<file path="src/rtl/river_log_scroller.sv">
// -----------------------------------------------------------------------------
// river_log_scroller
//
// Scrolls the logs of every river row horizontally, one pixel at a time, at a
// row-specific rate derived from the speed level. Positions wrap around the
// screen edge. Downstream collision and render logic consume the positions,
// the constant log widths and a per-row "moved this frame" pulse.
//
// Ports:
//   clk        - system clock
//   reset      - asynchronous active-high reset
//   frame_tick - one-cycle pulse per video frame
//   pause      - freezes all motion and counters while high
//   level      - speed level 0..7, higher is faster
//   log_x      - [row][log] left-edge x position, 0..SCREEN_WIDTH-1
//   log_width  - [row][log] log width, always LOG_WIDTH
//   row_step   - per-row pulse, high for one cycle after a 1-pixel move
//   row_dir    - per-row direction, 1 = right (+x), 0 = left (-x)
// -----------------------------------------------------------------------------
module river_log_scroller #(
  parameter int NUM_ROWS     = 4,
  parameter int NUM_LOGS     = 2,
  parameter int SCREEN_WIDTH = 320,
  parameter int LOG_WIDTH    = 64,
  parameter int BASE_PERIOD  = 4,
  parameter int ROW_OFFSET   = 40
) (
  input  logic                                    clk,
  input  logic                                    reset,
  input  logic                                    frame_tick,
  input  logic                                    pause,
  input  logic [2:0]                              level,
  output logic [0:NUM_ROWS-1][0:NUM_LOGS-1][9:0]  log_x,
  output logic [0:NUM_ROWS-1][0:NUM_LOGS-1][9:0]  log_width,
  output logic [NUM_ROWS-1:0]                     row_step,
  output logic [NUM_ROWS-1:0]                     row_dir
);

  // Wide enough for any period BASE_PERIOD + r with the default geometry and
  // comfortably beyond the 5-bit minimum.
  localparam int CNT_W = 8;
  localparam logic [9:0] X_MAX = 10'(SCREEN_WIDTH - 1);

  // Frames per step for row r: BASE_PERIOD + r - level, clamped to at least 1.
  function automatic logic [CNT_W-1:0] row_period(input int r, input logic [2:0] lvl);
    logic [CNT_W-1:0] base;
    logic [CNT_W-1:0] lvl_w;
    base  = CNT_W'(BASE_PERIOD + r);
    lvl_w = CNT_W'(lvl);
    if (base > lvl_w) begin
      return base - lvl_w;
    end
    return CNT_W'(1);
  endfunction

  // Staggered starting position: logs evenly spaced in a row, rows offset.
  function automatic logic [9:0] init_x(input int r, input int i);
    return 10'(((i * SCREEN_WIDTH) / NUM_LOGS + r * ROW_OFFSET) % SCREEN_WIDTH);
  endfunction

  // Even rows travel right, odd rows travel left.
  function automatic logic dir_of(input int r);
    return ((r % 2) == 0);
  endfunction

  // One-pixel move with wrap; never produces a value >= SCREEN_WIDTH.
  function automatic logic [9:0] wrap_step(input logic [9:0] x, input logic dir);
    if (dir) begin
      return (x == X_MAX) ? 10'd0 : x + 10'd1;
    end
    return (x == 10'd0) ? X_MAX : x - 10'd1;
  endfunction

  logic [0:NUM_ROWS-1][0:NUM_LOGS-1][9:0] x_q, x_d;
  logic [CNT_W-1:0]                       cnt_q [NUM_ROWS];
  logic [CNT_W-1:0]                       cnt_d [NUM_ROWS];
  logic [NUM_ROWS-1:0]                    step_q, step_d;
  logic                                   accept;

  assign accept = frame_tick & ~pause;

  // Next-state: on an accepted tick each row either advances its frame
  // counter or, when the period is reached, clears it and moves all its logs.
  // The period is sampled from the current level at the tick itself, so a
  // level change only takes effect on the next accepted tick.
  always_comb begin
    x_d    = x_q;
    step_d = '0;
    for (int r = 0; r < NUM_ROWS; r++) begin
      cnt_d[r] = cnt_q[r];
    end
    if (accept) begin
      for (int r = 0; r < NUM_ROWS; r++) begin
        if (({1'b0, cnt_q[r]} + 9'd1) >= {1'b0, row_period(r, level)}) begin
          cnt_d[r]  = '0;
          step_d[r] = 1'b1;
          for (int i = 0; i < NUM_LOGS; i++) begin
            x_d[r][i] = wrap_step(x_q[r][i], dir_of(r));
          end
        end else begin
          cnt_d[r] = cnt_q[r] + CNT_W'(1);
        end
      end
    end
  end

  // Single registered stage: positions and step pulses appear the cycle
  // after the accepted tick. step_d defaults to 0, so the pulse lasts exactly
  // one cycle per tick.
  always_ff @(posedge clk or posedge reset) begin
    if (reset) begin
      step_q <= '0;
      for (int r = 0; r < NUM_ROWS; r++) begin
        cnt_q[r] <= '0;
        for (int i = 0; i < NUM_LOGS; i++) begin
          x_q[r][i] <= init_x(r, i);
        end
      end
    end else begin
      step_q <= step_d;
      x_q    <= x_d;
      for (int r = 0; r < NUM_ROWS; r++) begin
        cnt_q[r] <= cnt_d[r];
      end
    end
  end

  // Constant outputs, independent of reset.
  always_comb begin
    for (int r = 0; r < NUM_ROWS; r++) begin
      row_dir[r] = dir_of(r);
      for (int i = 0; i < NUM_LOGS; i++) begin
        log_width[r][i] = 10'(LOG_WIDTH);
      end
    end
  end

  assign log_x    = x_q;
  assign row_step = step_q;

endmodule

</file>
<file path="config.mk">
export PLATFORM = sky130hd
export DESIGN_NAME = river_log_scroller
export DESIGN_NICKNAME = d
export VERILOG_FILES = /design/src/rtl/river_log_scroller.sv
export SDC_FILE = /design/constraint.sdc
export NUM_CORES = 1
export LEC_CHECK = 0
export CAP_MARGIN = 20
export CORE_MARGIN = 5
export CORE_UTILIZATION = 40
export CTS_CLUSTER_DIAMETER = 60
export DETAILED_ROUTE_END_ITERATION = 10
export MAX_ROUTING_LAYER = met4
export PLACE_DENSITY_LB_ADDON = 0.05
export SKIP_CTS_REPAIR_TIMING = 1
export SYNTH_ARGS = -nofsm -noshare
export SYNTH_HDL_FRONTEND = slang
export SYNTH_SLANG_ARGS = --single-unit
</file>
<file path="constraint.sdc">
create_clock -name clk -period 4.92 [get_ports clk]
set_clock_uncertainty 0.15 [all_clocks]
set_input_delay 0.738 -clock clk [delete_from_list [all_inputs] [get_ports clk]]
set_output_delay 0.738 -clock clk [all_outputs]
set_load 0.01 [all_outputs]
</file>
==> impl_metrics.py <==
metrics = {
    "status": {
        "status": "completed",
    },
    "timing": {
        "setup_tns_ns": 0,
        "period_needed_ns": 3.54,
        "finalSetupViolCount": 0,
        "tightest_slew_ns": 0.787,
        "fmax_ghz": 0.283,
        "hold_violations": 0,
        "post-route-period-util": 0.719,
        "drv_slew": 0,
        "rsz0062_at_grt": "no",
        "max_slew_margin": 0.476,
    },
    "grt": {
        "antenna_found_initial": 0,
        "grt_max_degree": 65,
        "grt_use_met2": 0.255,
        "met3_usage": 0.0430,
        "grt_first_pass_wirelength_um": 26800,
        "grt_pass1_vias": 5418,
        "grtUsageTotal": 0.162,
        "met1_usage": 0.209,
        "grt_most_used_layer": "met2",
        "overflow": 0,
    },
    "cts": {
        "h-tree-depth": 4,
        "clock_sinks": 116,
        "cts_max_path_buffers": 2,
        "cts.clk_slew.worst_paths_ns": 0.06,
        "cts_root_buf": "clkbuf_16",
        "clkLatencyLatePin_ns": 0.41,
        "cts_tree": "yes",
        "cts_buffers": 17,
    },
    "setup_path": {
        "crit_type": "in -> reg",
        "worst-r2r-cell-count": 12,
        "cp_max_fo": 14,
        "critPathCaptureType": "register",
        "rr_startpoint": "cnt_q[18]$_DFFE_PP0P_",
        "worst_ep_arrival_time_ns": 3.68,
        "crit_path_start_kind": "input pin",
        "reg2reg_slack_ns": 1.44,
        "rr_endpoint": "log_x[46]$_DFFE_PP1P_",
        "worstPathRequired_ns": 5.06,
    },
    "placement": {
        "gp_congestion": 0.825,
        "placed_cell_area_um2": 8070,
        "portBuffers": 90,
        "dp_hpwl_um": 11400,
        "dpl.cell_count": 1081,
    },
    "floorplanning": {
        "die_area_um2": 20800,
        "io_pins": 175,
        "placementRows": 49,
        "core_area_um2": 17800,
        "dieHeight_um": 144,
        "start_util": 0.404,
        "fp.dieW_um": 144,
    },
    "pwr": {
        "p_leak_nw": 3.92,
        "irDropWorstVdd_mv": 0.282,
        "power.density_nw_per_um2": 536,
    },
    "worst_hold_path": {
        "holdPathStages": 1,
        "hold_class": "reg -> reg",
        "min-delay-start": "cnt_q[7]$_DFFE_PP0P_",
        "whs_endpoint": "cnt_q[7]$_DFFE_PP0P_",
    },
    "drt": {
        "drcViolationCount": 0,
        "post_drt_wl_per_cell_um": 14.5,
        "ant_nets": 0,
        "vias": 5557,
        "first_pass_iters": 4,
        "routed_via_density": 4.99,
        "postRouteWirelength_um": 16100,
        "drt_iter0_markers": 224,
    },
    "job": {
        "max_cap_violations": 0,
    },
    "cells_and_area": {
        "fin_cells": 1113,
        "drive_gt1_frac": 0.113,
        "finalInstanceArea_um2": 8740,
        "nFillCells": 1666,
        "antenna_cells": 0,
        "layout.nets": 914,
        "syn2layout_area_growth_pct": 21.2,
    },
    "synthesis": {
        "yosys_most_used_dff": "dfrtp_1",
        "synth_area_um2": 7210,
        "yosysMostFrequentCell": "dfrtp_1",
        "synth_edf_count": 0,
        "ys_seq_elements": 116,
        "synth-async-reset-ratio": 1.00,
        "netlist_instances": 772,
        "synth_top_area_cell": "dfrtp_1",
        "netlist.area_leader.share": 0.333,
        "synth_warnings": 0,
        "syn_area_per_cell_um2": 9.34,
        "synthTopCellsByArea": "dfrtp_1 33%, buf_4 8.8%, dfstp_2 7.3%",
        "ys_types": 61,
        "ys_seq_area_frac": 0.406,
        "yosys-top-cells-count": "96 x dfrtp_1, 85 x buf_4, 74 x nand2_1",
    },
}
worst max-delay path, cell delays in order:
cell and delay (ns):
clkdlybuf4s50_1 0.53, ha_1 0.25, nand2_1 0.08, nand2_1 0.07
ha_1 0.27, nand2b_1 0.09, a21oi_1 0.07, o2111ai_1 0.39
nand2_1 0.37, inv_1 0.39, nand3_1 0.13, mux2_2 0.29
cell usage in the layout, fill, tap and decap left out, types with 23 or more instances in the layout:
cell and n:
inv_1 31, ha_1 36, nor2_1 45, nand3_1 38
o21ai_0 33, dfrtp_1 96, conb_1 93, nor3_1 28
xor2_1 23, clkdlybuf4s50_1 90, nand2_1 74, mux2_2 26
per-layer routing:
layer | up-vias | wire length [um] | share of wire
li1 | 2735 | - | -
met1 | 2691 | 7540 | 0.47
met2 | 118 | 7720 | 0.48
met3 | 13 | 726 | 0.045
met4 | 0 | 134 | 0.0083
met5 | - | 0 | 0
through the flow:
stage | util | worst slack, ns | total power, W | hold WS (ns)
after detailed placement | 0.453 | 0.926 | 0.00332 | 0.322
after global placement | 0.453 | 0.988 | 0.00330 | 0.322
after floorplan | - | 0.993 | 0.00265 | 0.304
final | 0.490 | 1.38 | 0.00468 | 0.340
after CTS | 0.490 | 1.34 | 0.00474 | 0.341
after global routing | 0.490 | 1.11 | 0.00503 | 0.357
area by class of cell:
class                           instances  area, um2  area share
Tap cell                              229        287      0.0328
Multi-Input combinational cell        605       3770       0.431
Timing Repair Buffer                   99        968       0.111
Clock buffer                           23        488      0.0558
Clock inverter                          9        175      0.0200
Sequential cell                       116       2930       0.335
Inverter                               32        123      0.0140
power by group:
group / switching, W / internal, W / leakage, nW
Combinational: 0.000855 / 0.000826 / 2.14
Sequential: 0.000364 / 0.00125 / 1.46
Clock: 0.000433 / 0.000951 / 0.319
Total: 0.00165 / 0.00303 / 3.92
kinds of logic (layout without fill, tap and decap cells):
| group | count (synthesis) | in the layout | synth area share |
|---|---|---|---|
| AOI/OAI and AO/OA | 135 | 135 | 0.129 |
| buffers and inverters | 142 | 163 | 0.121 |
| other | 2 | 93 | 0.00104 |
| xor gates and xnor gates | 41 | 41 | 0.0498 |
| and+or+nand+nor | 271 | 271 | 0.186 |
| adders and majority gates | 36 | 36 | 0.0625 |
| DFF | 116 | 116 | 0.406 |
| muxes | 29 | 29 | 0.0448 |
worst max-delay path by stage:
stage / to / depth (start not counted) / slack, ns / start
4_1_cts: log_x[6]$_DFFE_PP0P_ / 12 / 1.34 / level[0]
2_1_floorplan: cnt_q[0]$_DFFE_PP0P_ / 1 / 0.99 / reset
3_3_place_gp: log_x[6]$_DFFE_PP0P_ / 12 / 0.99 / level[0]
5_1_grt: log_x[6]$_DFFE_PP0P_ / 12 / 1.11 / level[0]
6_report: log_x[6]$_DFFE_PP0P_ / 12 / 1.38 / level[0]
3_5_place_dp: log_x[6]$_DFFE_PP0P_ / 12 / 0.93 / level[0]
sequential cells by signal, summed over array words and instances, names as in the netlist:
signal,flops
log_x,80
row_step,4
cnt_q,32
Power figures use the tool's default switching activity.
